==> config.mk <==
export PLATFORM = sky130hd
export DESIGN_NAME = pipe_hazard_ctrl
export DESIGN_NICKNAME = d
export VERILOG_FILES = /design/src/rtl/pipe_ctrl_pkg.sv /design/src/rtl/mem_wait_timer.sv /design/src/rtl/pipe_hazard_ctrl.sv
export SDC_FILE = /design/constraint.sdc
export NUM_CORES = 1
export LEC_CHECK = 0
export ABC_AREA = 1
export CORE_AREA = 2 2 57 80
export DETAILED_ROUTE_END_ITERATION = 16
export DIE_AREA = 0 0 59 82
export PLACE_DENSITY = 0.79
export SLEW_MARGIN = 10
export SYNTH_ARGS = -nofsm -noshare
export SYNTH_HDL_FRONTEND = slang
export SYNTH_SLANG_ARGS = --single-unit
==> constraint.sdc <==
create_clock -name clk_i -period 1.7 [get_ports clk_i]
set_input_delay 0.255 -clock clk_i [delete_from_list [all_inputs] [get_ports clk_i]]
set_output_delay 0.255 -clock clk_i [all_outputs]
set_load 0.1 [all_outputs]
==> src/rtl/pipe_ctrl_pkg.sv <==
// Shared state type and sizing helpers for the pipeline hazard sequencer.
package pipe_ctrl_pkg;

    typedef enum logic [1:0] {
        IDLE     = 2'd0,
        RUN      = 2'd1,
        MEM_WAIT = 2'd2,
        HALT     = 2'd3
    } state_e;

    localparam int unsigned REG_AW_DEF      = 5;
    localparam int unsigned MEM_TIMEOUT_DEF = 64;

    // Wide enough to hold the value MEM_TIMEOUT itself.
    function automatic int unsigned wait_cnt_w(input int unsigned timeout);
        return $clog2(timeout + 1);
    endfunction

    localparam int unsigned WAIT_CNT_W_DEF = wait_cnt_w(MEM_TIMEOUT_DEF);

endpackage

==> src/rtl/mem_wait_timer.sv <==
// Memory-wait cycle counter: load to 1, increment, clear, and flag when the
// count equals LIMIT.
module mem_wait_timer
    import pipe_ctrl_pkg::*;
#(
    parameter int unsigned W     = WAIT_CNT_W_DEF,
    parameter int unsigned LIMIT = MEM_TIMEOUT_DEF
) (
    input  logic clk_i,
    input  logic rst_i,
    input  logic load_i,
    input  logic inc_i,
    input  logic clr_i,
    output logic at_limit_o
);

    localparam logic [W-1:0] LIMIT_V = W'(LIMIT);

    logic [W-1:0] r_cnt;

    always_ff @(posedge clk_i) begin
        if (rst_i) begin
            r_cnt <= '0;
        end else if (clr_i) begin
            r_cnt <= '0;
        end else if (load_i) begin
            r_cnt <= W'(1);
        end else if (inc_i) begin
            r_cnt <= r_cnt + W'(1);
        end
    end

    assign at_limit_o = (r_cnt == LIMIT_V);

endmodule

==> src/rtl/pipe_hazard_ctrl.sv <==
// Stall/flush/freeze sequencer for the 5-stage pipeline with Data_Memory wait
// timeout. Optional perf counters: define PIPE_HAZARD_CTRL_PERF_CNT_EN.
module pipe_hazard_ctrl
    import pipe_ctrl_pkg::*;
#(
    parameter int unsigned REG_AW      = REG_AW_DEF,
    parameter int unsigned MEM_TIMEOUT = MEM_TIMEOUT_DEF,
    parameter int unsigned CNT_W       = 32
) (
    input  logic              clk_i,
    input  logic              rst_i,
    input  logic              start_i,
    input  logic [REG_AW-1:0] id_rs1_i,
    input  logic [REG_AW-1:0] id_rs2_i,
    input  logic              id_uses_rs2_i,
    input  logic              ex_memread_i,
    input  logic [REG_AW-1:0] ex_rd_i,
    input  logic              branch_taken_i,
    input  logic              mem_cmd_i,
    input  logic              mem_ack_i,
    output logic              PCWrite_o,
    output logic              PCSrc_o,
    output logic              Stall_o,
    output logic              Flush_o,
    output logic              NoOp_o,
    output logic              stage_en_o,
    output logic              mem_req_o,
    output logic              err_o,
    output logic [CNT_W-1:0]  stall_cnt_o,
    output logic [CNT_W-1:0]  flush_cnt_o
);

    localparam int unsigned WAIT_W = wait_cnt_w(MEM_TIMEOUT);

    state_e r_state;
    state_e w_state_nxt;
    logic   r_err;
    logic   w_set_err;
    logic   w_load_use;
    logic   w_tmr_load;
    logic   w_tmr_inc;
    logic   w_tmr_clr;
    logic   w_tmr_at_limit;

    assign w_load_use = ex_memread_i && (ex_rd_i != '0) &&
                        ((ex_rd_i == id_rs1_i) ||
                         (id_uses_rs2_i && (ex_rd_i == id_rs2_i)));

    mem_wait_timer #(
        .W     (WAIT_W),
        .LIMIT (MEM_TIMEOUT)
    ) u_mem_wait_timer (
        .clk_i      (clk_i),
        .rst_i      (rst_i),
        .load_i     (w_tmr_load),
        .inc_i      (w_tmr_inc),
        .clr_i      (w_tmr_clr),
        .at_limit_o (w_tmr_at_limit)
    );

    always_comb begin
        w_state_nxt = r_state;
        w_set_err   = 1'b0;
        w_tmr_load  = 1'b0;
        w_tmr_inc   = 1'b0;
        w_tmr_clr   = 1'b0;
        PCWrite_o   = 1'b0;
        PCSrc_o     = 1'b0;
        Stall_o     = 1'b0;
        Flush_o     = 1'b0;
        NoOp_o      = 1'b0;
        stage_en_o  = 1'b0;
        mem_req_o   = 1'b0;

        case (r_state)
            IDLE: begin
                if (start_i) begin
                    w_state_nxt = RUN;
                end
            end
            RUN, MEM_WAIT: begin
                // An acked wait cycle resolves hazards exactly like a RUN cycle.
                mem_req_o = (r_state == MEM_WAIT) ? 1'b1 : mem_cmd_i;
                if ((r_state == RUN) ? (mem_cmd_i && !mem_ack_i) : !mem_ack_i) begin
                    Stall_o = 1'b1;
                    if (r_state == RUN) begin
                        w_state_nxt = MEM_WAIT;
                        w_tmr_load  = 1'b1;
                    end else if (w_tmr_at_limit) begin
                        w_set_err   = 1'b1;
                        w_state_nxt = HALT;
                    end else begin
                        w_tmr_inc = 1'b1;
                    end
                end else begin
                    stage_en_o = 1'b1;
                    PCWrite_o  = !w_load_use;
                    Stall_o    = w_load_use;
                    NoOp_o     = w_load_use;
                    Flush_o    = branch_taken_i && !w_load_use;
                    PCSrc_o    = branch_taken_i && !w_load_use;
                    if (r_state == MEM_WAIT) begin
                        w_state_nxt = RUN;
                        w_tmr_clr   = 1'b1;
                    end
                end
            end
            HALT: begin
                w_state_nxt = HALT;
            end
            default: begin
                w_state_nxt = IDLE;
            end
        endcase
    end

    always_ff @(posedge clk_i) begin
        if (rst_i) begin
            r_state <= IDLE;
            r_err   <= 1'b0;
        end else begin
            r_state <= w_state_nxt;
            if (w_set_err) begin
                r_err <= 1'b1;
            end
        end
    end

    assign err_o = r_err;

`ifdef PIPE_HAZARD_CTRL_PERF_CNT_EN
    logic [CNT_W-1:0] r_stall_cnt;
    logic [CNT_W-1:0] r_flush_cnt;

    always_ff @(posedge clk_i) begin
        if (rst_i) begin
            r_stall_cnt <= '0;
            r_flush_cnt <= '0;
        end else begin
            if (Stall_o) begin
                r_stall_cnt <= r_stall_cnt + CNT_W'(1);
            end
            if (Flush_o) begin
                r_flush_cnt <= r_flush_cnt + CNT_W'(1);
            end
        end
    end

    assign stall_cnt_o = r_stall_cnt;
    assign flush_cnt_o = r_flush_cnt;
`else
    assign stall_cnt_o = '0;
    assign flush_cnt_o = '0;
`endif

endmodule
==> Yosys cells after proc, flatten, opt, wreduce, memory -nomap -nowiden <==
Index checks and enable logic that the tools add are counted.
{ "word_totals": {"reg_bits": 10, "input_bits": 23, "wordCells": 64} }
{ "classes": {"add_sub_neg": 1, "n_eq_ne": 9, "n_mux": 35, "reduce_logical": 15} }
{ "op_table": {"columns": ["op", "count"], "rows": [
  ["1-bit two-way mux", 29],
  ["5-bit equality test", 2],
  ["2-bit two-way mux", 5],
  ["7-bit by 1-bit adder with 7-bit output (second input constant)", 1],
  ["7-bit equality test (second input constant)", 1],
  ["2-bit one-hot mux with 3 select lines", 1],
  ["1-bit logical AND", 5],
  ["5-bit nonzero test", 1],
  ["2-bit equality test (second input constant)", 2],
  ["4-bit by 3-bit inequality test with 1-bit output (second input constant)", 1],
  ["2-bit OR reduction", 2],
  ["3-bit inequality test (second input constant)", 1],
  ["3-bit AND reduction", 1],
  ["3-bit OR reduction", 1],
  ["2-bit by 1-bit equality test with 1-bit output (second input constant)", 1],
  ["1-bit logical NOT", 2],
  ["2-bit logical NOT", 1],
  ["2-bit inequality test (second input constant)", 1],
  ["2-bit nonzero test", 1],
  ["1-bit logical OR", 1]
]} }

==> Longest topological paths before layout <==
{ "depth": {"ltp_word": 8, "depth_mapped": 10, "ltp_nobuf": 10} }

==> Hierarchy <==
From an unflattened synthesis, not the netlist that was laid out.
{ "unflattened": {"hier_cells": 223, "area_unflattened_um2": 1371.3} }
{ "modules_own_cells": {"columns": ["module", "n_inst", "cells_each", "area_per_inst_um2", "seq_area_each_um2"], "rows": [
  ["pipe_hazard_ctrl", 1, 171, 1018.5, 60.1],
  ["mem_wait_timer", 1, 52, 352.8, 140.1]
]} }

==> Least setup slack after synthesis <==
Ideal clock, no wire load.
{ "synth_timing": {"kind": "register -> output", "start": "register r_state[1]", "end": "output port PCSrc_o", "arrival_time_ns": 3.485, "slack_ns": -2.040, "stages_incl_launch_ff": 10, "n_path_buf": 1, "cell_sequence": "dfxtp_1 inv_1 ha_1 inv_2 o21ai_2 nand2_1 inv_1 nand2_1 nor2_1 buf_4"} }
{ "synth_between": {"elab_chain_len": 4} }
{ "synth_lines": {"columns": ["item", "line", "text"], "rows": [
  ["start, declared", "pipe_hazard_ctrl.sv:35", "state_e r_state;"],
  ["start signal, assigned", "pipe_hazard_ctrl.sv:122", "r_state <= w_state_nxt;"],
  ["2-bit by 1-bit equality test with 1-bit output", null, null],
  ["1-bit two-way mux", "pipe_hazard_ctrl.sv:84", "if ((r_state == RUN) ? (mem_cmd_i && !mem_ack_i) : !mem_ack_i) begin"],
  ["1-bit two-way mux", null, null],
  ["1-bit two-way mux *", null, null],
  ["end, declared", "pipe_hazard_ctrl.sv:22", "output logic PCSrc_o,"]
]} }
Mark *: on every way between the ends. The rest lies on a longest branch, timed or not.

==> Worst setup path after layout <==
{ "layout_timing": {"start": "register r_state[1]", "end": "output port PCSrc_o"} }
{ "layout_between": {"elab_chain_len": 4} }
{ "layout_lines": {"columns": ["item", "line", "text"], "rows": [
  ["2-bit by 1-bit equality test with 1-bit output", "pipe_hazard_ctrl.sv:75, pipe_hazard_ctrl.sv:84", null],
  ["1-bit two-way mux (2 in a row)", "pipe_hazard_ctrl.sv:84", null],
  ["1-bit two-way mux *", "pipe_hazard_ctrl.sv:75", "case (r_state)"]
]} }
Marks and branches as above.

==> impl_metrics.tcl <==
set metrics [dict create \
    outcome "finished, violations left" \
    violations "setup timing" \
    overflow 0 \
    setup_viol 6 \
    fp-row-count 28 \
    vias 1216 \
    core-area_mm2 0.00413 \
    area_growth_syn_to_layout_pct 33.5 \
    rrSetupSlack_ns 0.14 \
    p_per_area_mw_per_mm2 1260 \
    yosys.area.top_type "buf_4" \
    grt_max_degree 10 \
    clkTransAtPathRegs_ns 0.05 \
    top_level_ports 95 \
    cts_tree "done" \
    yosysSeqAreaShare 0.141 \
    rsz0062_at_grt "yes" \
    via_per_inst 3.88 \
    cp_max_fo 3 \
    fin_skew_ns 0.000895 \
    synth.distinct_cells 25 \
    root_buffer "clkbuf_8" \
    cp-end-kind "output port" \
    synth_edf_count 0 \
    yosysWarnings 0 \
    drive_above_1_share 0.254 \
    arrival_ns 1.57 \
    p_leak_nw 0.992 \
    route.detailed.drc 0 \
    grt_pass1_vias 1076 \
    drv_slew 0 \
    antenna_found_initial 0 \
    first_pass_iters 4 \
    seqCellArea_um2 205 \
    wire_per_inst_um 8.30 \
    die_w_um 59 \
    hold_path.class "flip-flop to flip-flop" \
    die-area_mm2 0.00484 \
    postCtsHoldBufs 0 \
    p_comb_frac 0.769 \
    r2r_end "u_mem_wait_timer.r_cnt[6]" \
    power_switching_mw 1.46 \
    fmax_ghz 0.546 \
    reg2reg_from "r_state[1]" \
    clkPwrFrac 0.103 \
    ir_drop_uv 625 \
    highest_layer "met4" \
    cts_num_sinks 10 \
    final_cell_area_mm2 0.00189 \
    hold_viol 0 \
    grt_pass1_wl_mm 4.11 \
    async_flop_share 0 \
    port_buffers 30 \
    synthFlopType "dfxtp_1" \
    synthCells 217 \
    die_h_um 82 \
    netlist_area_mm2 0.00142 \
    ant_nets 0 \
    critPathLaunch "r_state[1]" \
    fin_ws_ns -0.130 \
    cap_violations 0 \
    power.internal_uw 932 \
    post-route-period-util 1.08 \
    cp-start-kind "flip-flop" \
    worstSetupPathType "flip-flop to output port" \
    htreeDepth 1 \
    reg2reg_depth 11 \
    yosysTopAreaCellShare 0.345 \
    grt_usage 0.107 \
    met2WireLength_mm 1.48 \
    seq_power_share 0.127 \
    start_util 0.343 \
    fin_cells 313 \
    synth-seq-cells 10 \
    wl_met1_um 847 \
    synth_common_cells "buf_4 (65), nand2_1 (46), inv_1 (31)" \
    cts_buffers 3 \
    min_period_ns 1.83 \
    routabilityCongestion 0.852 \
    post-place-cells 303 \
    crit_required_ns 1.44 \
    p_sw_frac 0.610 \
    syn_area_per_cell_um2 6.53 \
    critPathCapture "PCSrc_o" \
    clk_path_buf_depth 2 \
    layout.nets 299 \
    dpl_cell_area_mm2 0.00177 \
    dp_hpwl_mm 2.24 \
    synth_area_leaders "buf_4 (34%), dfxtp_1 (14%), nand2_1 (12%), inv_1 (8.2%), ha_1 (5.3%)" \
    drtIter0Drc 21 \
    multi_input_comb_area_um2 925 \
    clk_latency_ns 0.24 \
    num_antenna_cells 0 \
    synthMostInstantiatedCell "buf_4" \
    n_fill_cell 420 \
    drt-total-wl_mm 2.60 \
    dr_wl_met3_um 236 \
]
worst min-delay path by stage:
stage / from / end / slack [ns] / depth (start not counted)
after floorplan: rst_i / r_state[1] / 0.32 / 1
after global placement: u_mem_wait_timer.r_cnt[5] / u_mem_wait_timer.r_cnt[5] / 0.48 / 2
after detailed placement: u_mem_wait_timer.r_cnt[5] / u_mem_wait_timer.r_cnt[5] / 0.49 / 2
after CTS: u_mem_wait_timer.r_cnt[5] / u_mem_wait_timer.r_cnt[5] / 0.50 / 2
after global routing: u_mem_wait_timer.r_cnt[1] / u_mem_wait_timer.r_cnt[1] / 0.52 / 2
final: u_mem_wait_timer.r_cnt[5] / u_mem_wait_timer.r_cnt[5] / 0.50 / 2
area by class of cell:
| type | instances | share of cell area |
|---|---|---|
| multi-input combinational | 170 | 0.489 |
| timing repair buffer | 50 | 0.275 |
| clock buffer | 3 | 0.0218 |
| tap | 45 | 0.0298 |
| inverter | 35 | 0.0761 |
| sequential | 10 | 0.109 |
sequential cells by signal (all words and copies together), names as in the netlist:
register / flops
r_state: 2
u_mem_wait_timer.r_cnt: 7
err_o: 1
timing repair:
item	CTS	global route
resized for setup	25	8
pin swaps	17	1
endpoints found under the setup margin	6	6
cloned	0	0
buffers inserted	7	1
power groups by stage:
stage               Combinational (mW)  Sequential [mW]  Clock, mW
global placement                  1.71            0.298          0
CTS                               1.83            0.304      0.249
floorplan                         1.47            0.293          0
finish                            1.84            0.304      0.246
detailed placement                1.73            0.298          0
global route                      1.93            0.307      0.259
layout by cell type, fill, tap and decap left out:
cell,netlist,final
buf_6,0,1
dfxtp_4,0,1
nand2_1,46,41
clkinvlp_4,0,2
inv_4,0,2
clkdlybuf4s50_1,0,7
ha_1,6,4
nand4_1,2,2
ha_4,0,2
nor3_2,0,1
dfxtp_1,10,8
nand2_2,0,2
conb_1,1,64
nor2_1,13,11
a21oi_1,5,4
o21ai_4,0,1
clkdlybuf4s15_1,0,3
a21oi_2,4,4
inv_2,4,5
nand2_4,2,5
nor3_4,1,1
o21ai_1,1,1
inv_1,31,26
o21ai_0,2,2
buf_12,0,8
nand3_1,8,7
nor2_2,3,4
buf_4,65,19
xor2_1,2,2
nor2_4,1,2
dfxtp_2,0,1
clkbuf_8,0,3
o21ai_2,2,1
o211ai_1,1,1
dlygate4sd2_1,0,12
xnor2_1,4,4
nand3_2,1,2
a21oi_4,0,1
nand3b_1,1,1
critical path, cell delays in order (launching register included):
cell	delay, ns
dfxtp_2	0.32
inv_2	0.08
ha_4	0.15
inv_4	0.04
o21ai_4	0.17
nand2_4	0.08
clkinvlp_4	0.09
nand2_4	0.07
nor2_4	0.14
buf_12	0.19
metrics by stage:
| step | setup WS [ns] | TNS, ns | util | hold slack, ns | total power, mW |
|---|---|---|---|---|---|
| after floorplan | -0.671 | -2.22 | - | 0.317 | 1.76 |
| after global placement | -0.337 | -1.39 | 0.427 | 0.484 | 2.01 |
| after detailed placement | -0.326 | -1.42 | 0.427 | 0.491 | 2.03 |
| after CTS | -0.134 | -0.519 | 0.453 | 0.499 | 2.38 |
| after global routing | -0.201 | -0.951 | 0.457 | 0.520 | 2.50 |
| final | -0.130 | -0.514 | 0.457 | 0.501 | 2.39 |
per-layer routing:
| layer | up-vias | GRT usage |
|---|---|---|
| met3 | 2 | 0.0205 |
| li1 | 628 | - |
| met5 | - | 0 |
| met4 | 0 | 0.0341 |
| met2 | 56 | 0.228 |
| met1 | 530 | 0.0946 |
cells by family after synthesis:
| logic type | Yosys count | synth area share |
|---|---|---|
| other cells | 1 | 0.00265 |
| fa+ha+maj | 6 | 0.0530 |
| flops | 10 | 0.141 |
| xor+xnor | 6 | 0.0371 |
| buf+inv | 100 | 0.437 |
| compound gates | 15 | 0.0707 |
| simple gates | 79 | 0.258 |
Power figures use the tool's default switching activity.
==> RTL edit 1: new RTL, same flow settings <==
The 4 states of `state_e` get a one-hot encoding in 4 bits.
--- a/src/rtl/pipe_ctrl_pkg.sv
+++ b/src/rtl/pipe_ctrl_pkg.sv
@@ -3,7 +3,7 @@
 
-    typedef enum logic [1:0] {
-        IDLE     = 2'd0,
-        RUN      = 2'd1,
-        MEM_WAIT = 2'd2,
-        HALT     = 2'd3
+    typedef enum logic [3:0] {
+        IDLE     = 4'b0001,
+        RUN      = 4'b0010,
+        MEM_WAIT = 4'b0100,
+        HALT     = 4'b1000
     } state_e;
Check against the original RTL: same outputs for any inputs over 10 cycles, from zero or initial values and one cycle with rst_i high; not proved beyond that.
==> RTL edit 1 against the unedited design <==
The flow still finishes with violations (negative setup slack). Power shrank 35%. Register-to-register slack improved by 60 ps. First-iteration DRC count fell by 14%. Cell area is 1.9% lower. Wire length is 5.3% higher. Sequential share of layout area rose by 2.5 points. Global-route usage grew 0.20 points. Worst setup slack better by 86 ps. Sequential cell count up 2. Synthesized area increased by 1.2%.
==> RTL edit 1: results (changes against the unedited design) <==
stage;metric;value;unit;change
setup_path;cp-endpoint;Flush_o;;
global_routing;grt_max_degree;8;;-2
finish;nonClockBufferCount;48;;-4.0%
logic_synthesis;muxShareOfSynthArea;0;%;unchanged
clock_network;cts_setup_buffers;6;;-1
timing;fin_skew;0.6777;ps;-0.2176 ps
finish;seq_share;13.36;%;+2.5 points
timing;fin_ws;-43.75;ps;+86.12 ps
finish;multi_input_gates;176;;+3.5%
clock_network;postCtsResizedCells;26;;+4.0%
finish;buffer_area_share;27.13;%;-0.34 points
finish;multi_input_area_share;47.77;%;-1.1 points
finish;inv_count;30;;-14%
route;vias;1252;;+3.0%
run_status;status;complete, but fails checks;;
logic_synthesis;synth_xor_area_share;3.054;%;-0.66 points
logic_synthesis;synth_cell_type_count;23;;-8.0%
logic_synthesis;yosys-top-cells-area;buf_4 (34%), dfxtp_1 (17%), nand2_1 (11%), inv_1 (7.9%), nor2_1 (6.0%);;
placed_design;dp.cells;304;;+0.33%
placed_design;dp_slack;-300.5;ps;+25.51 ps
clock_network;clock-sinks;12;;+2
power;power.leakage;0.9633;nW;-2.9%
finish;syn_to_final_growth;29.32;%;
route;drt_iter0_markers;18;;-14%
finish;final_cells;314;;+0.32%
setup_path;slowest_delay;350;ps;+30 ps
setup_path;reg2reg_slack;200;ps;+60 ps
logic_synthesis;synthAdderAreaFrac;1.745;%;-3.6 points
global_routing;grt_pass1_wl;4.160;mm;+1.3%
global_routing;first_global_vias;1039;;-3.4%
logic_synthesis;avgSynthCellArea;6.459;µm²;-1.0%
logic_synthesis;synth_common_cells;buf_4 (65), nand2_1 (41), inv_1 (30);;
timing;whs;472.0;ps;-28.57 ps
placed_design;dpl.hpwl;2.203;mm;-1.6%
timing;setup_tns;-87.19;ps;+426.4 ps
power;ir_drop;0.3775;mV;-40%
finish;clock_area_share;2.227;%;+0.043 points
logic_synthesis;synth.yosys.warnings;0;;unchanged
timing;setup_viol;2;;-4
placed_design;post_dp_cell_area;0.001727;mm²;-2.2%
finish;drive_gt1_share;23.79;%;-1.6 points
setup_path;worstRegToRegCells;10;;-1
run_status;violations;negative setup slack;;
route;routedWlPerCell;8.713;µm;+4.9%
die;num_rows;28;;unchanged
logic_synthesis;ys_seq_area_share;16.75;%;+2.6 points
finish;n_fill_cell;423;;+0.71%
setup_path;critPathTopFamily;simple AND/OR/NAND/NOR gates;;
logic_synthesis;synth_compound_area_share;5.759;%;-1.3 points
==> RTL edit 1: worst min path at each step <==
stage | from | end
final | u_mem_wait_timer.r_cnt[5] | u_mem_wait_timer.r_cnt[5]
after global routing | u_mem_wait_timer.r_cnt[4] | u_mem_wait_timer.r_cnt[4]
after global placement | u_mem_wait_timer.r_cnt[4] | u_mem_wait_timer.r_cnt[4]
after CTS | u_mem_wait_timer.r_cnt[5] | u_mem_wait_timer.r_cnt[5]
after detailed placement | u_mem_wait_timer.r_cnt[5] | u_mem_wait_timer.r_cnt[5]
after floorplan | rst_i | r_state[1]
==> RTL edit 1: where the power goes <==
| part | internal, mW | total (mW) | switching [mW] |
|---|---|---|---|
| clock | 0.156 | 0.261 | 0.105 |
| sequential | 0.298 | 0.317 | 0.0191 |
| combinational | 0.165 | 0.972 | 0.807 |
| total | 0.619 | 1.55 | 0.931 |
==> RTL edit 1: routing by layer <==
metal	track usage (%)	part of all wire, %
met2	21.78	56
met1	10.68	35
met4	4.773	1.3
met3	1.417	7.5
met5	0	0
==> RTL edit 2: new RTL, same flow settings <==
Made on the original files. `REG_AW_DEF`: 5 -> 4.
--- a/src/rtl/pipe_ctrl_pkg.sv
+++ b/src/rtl/pipe_ctrl_pkg.sv
@@ -10,3 +10,3 @@
 
-    localparam int unsigned REG_AW_DEF      = 5;
+    localparam int unsigned REG_AW_DEF      = 4;
     localparam int unsigned MEM_TIMEOUT_DEF = 64;
Interface: changed (resized ex_rd_i, id_rs1_i and id_rs2_i); port bits go from 95 to 92. The function was not compared with the original's and may differ.
==> RTL edit 2 against the unedited design <==
The flow still finishes with violations (negative setup slack). Synthesized area shrank 5.2%. Cell area shrank 7.2%. Worst setup slack gained 71 ps. Sequential cell count is the same. Count of clock-buffer cells in the layout is the same. Wire length shrank 4.9%. Power shrank 10%.
==> RTL edit 2: results (changes against the unedited design) <==
stage;metric;value;unit;change
timing;setup_tns;-195.0;ps;+318.6 ps
power;power.leakage;0.9080;nW;-8.4%
global_routing;first_global_vias;987;;-8.3%
global_routing;grt_max_degree;10;;unchanged
placed_design;io_buffers;27;;-10%
power;p_clk;0.248;mW;
route;drt-pass1-iter-count;4;;unchanged
logic_synthesis;ys_seq_area_share;14.91;%;+0.78 points
clock_network;clk_path_buf_depth;2;;unchanged
timing;fin_skew;1.193;ps;+0.2980 ps
run_status;violations;negative setup slack;;
timing;whs;508.6;ps;+8.074 ps
placed_design;post_dp_cell_area;0.001629;mm²;-7.7%
finish;n_fill_cell;434;;+3.3%
route;drt_iter0_markers;16;;-24%
setup_path;crit_type;flop to primary output;;
global_routing;grt_usage;10.05;%;-0.63 points
logic_synthesis;synth.yosys.warnings;0;;unchanged
finish;final_cells;288;;-8.0%
route;vias;1124;;-7.6%
setup_path;cp_max_fo;3;;unchanged
setup_path;slowest_delay;370;ps;+50 ps
placed_design;dp_slack;-331.6;ps;-5.581 ps
power;comb-power;1.61;mW;-12%
setup_path;worstRegToRegCells;10;;-1
placed_design;gp_congestion;0.7202;;-15%
setup_path;crit_arrival;1500;ps;-70 ps
timing;fin_ws;-58.90;ps;+70.98 ps
setup_path;r2r_end;u_mem_wait_timer.r_cnt[5];;
clock_network;clk_latency;240;ps;about the same
finish;final_nets;271;;-9.4%
logic_synthesis;synthArstFlopShare;0;%;unchanged
logic_synthesis;synth_compound_area_share;4.473;%;-2.6 points
run_status;status;complete, but fails checks;;
power;ir_drop;0.4780;mV;-24%
placed_design;dpl.hpwl;2.034;mm;-9.2%
power;p_switching;1.324;mW;-9.0%
logic_synthesis;synth_common_cells;buf_4 (65), nand2_1 (36), inv_1 (24);;
setup_path;slowest_stage;dfxtp_4;;
global_routing;grt_pass1_wl;3.746;mm;-8.7%
logic_synthesis;synth_xor_area_share;5.219;%;+1.5 points
worst_hold_path;worst_hold_path.endpoint;u_mem_wait_timer.r_cnt[5];;
finish;regMostFlops;u_mem_wait_timer.r_cnt;;
logic_synthesis;yosys-top-cells-area;buf_4 (36%), dfxtp_1 (15%), nand2_1 (10%), inv_1 (6.7%), ha_1 (5.6%);;
timing;setup_viol;6;;unchanged
route;wirelength;2.471;mm;-4.9%
setup_path;cp-startpoint;r_state[0];;
power;intPower;0.8208;mW;-12%
logic_synthesis;avgSynthCellArea;6.746;µm²;+3.4%
placed_design;dp.cells;278;;-8.3%
finish;drive_gt1_share;26.34;%;+0.96 points
logic_synthesis;synthAdderAreaFrac;5.592;%;+0.29 points
logic_synthesis;synth_cell_type_count;24;;-4.0%
setup_path;critPathTopFamily;flip-flops;;
RTL edit 2: cell count changes after synthesis, moves of 2 or more:
cell,delta
nand2_1,-10
a21oi_2,-3
inv_1,-7
xor2_1,+2
RTL edit 2: what timing repair did:
action	in CTS	in global routing
pin swaps	18	7
cloned	0	0
buffers inserted	5	2
setup endpoints to repair	6	7
gates resized for setup	26	5
RTL edit 2: area by class of cell:
type	instances	area (µm²)	share of cell area [%]
Sequential cell	10	205.2	11.70
Multi-Input combinational cell	160	883.3	50.36
Inverter	27	113.9	6.491
Timing Repair Buffer	43	454.2	25.89
Clock buffer	3	41.29	2.354
Tap cell	45	56.30	3.210
RTL edit 2: layer usage:
layer | wire length, µm | vias up | share of wire, % | track usage [%]
li1 | - | 563 | - | -
met1 | 739 | 491 | 30 | 7.989
met2 | 1480 | 68 | 60 | 21.33
met3 | 228 | 2 | 9.2 | 3.150
met4 | 23 | 0 | 0.93 | 3.864
met5 | 0 | - | 0 | 0
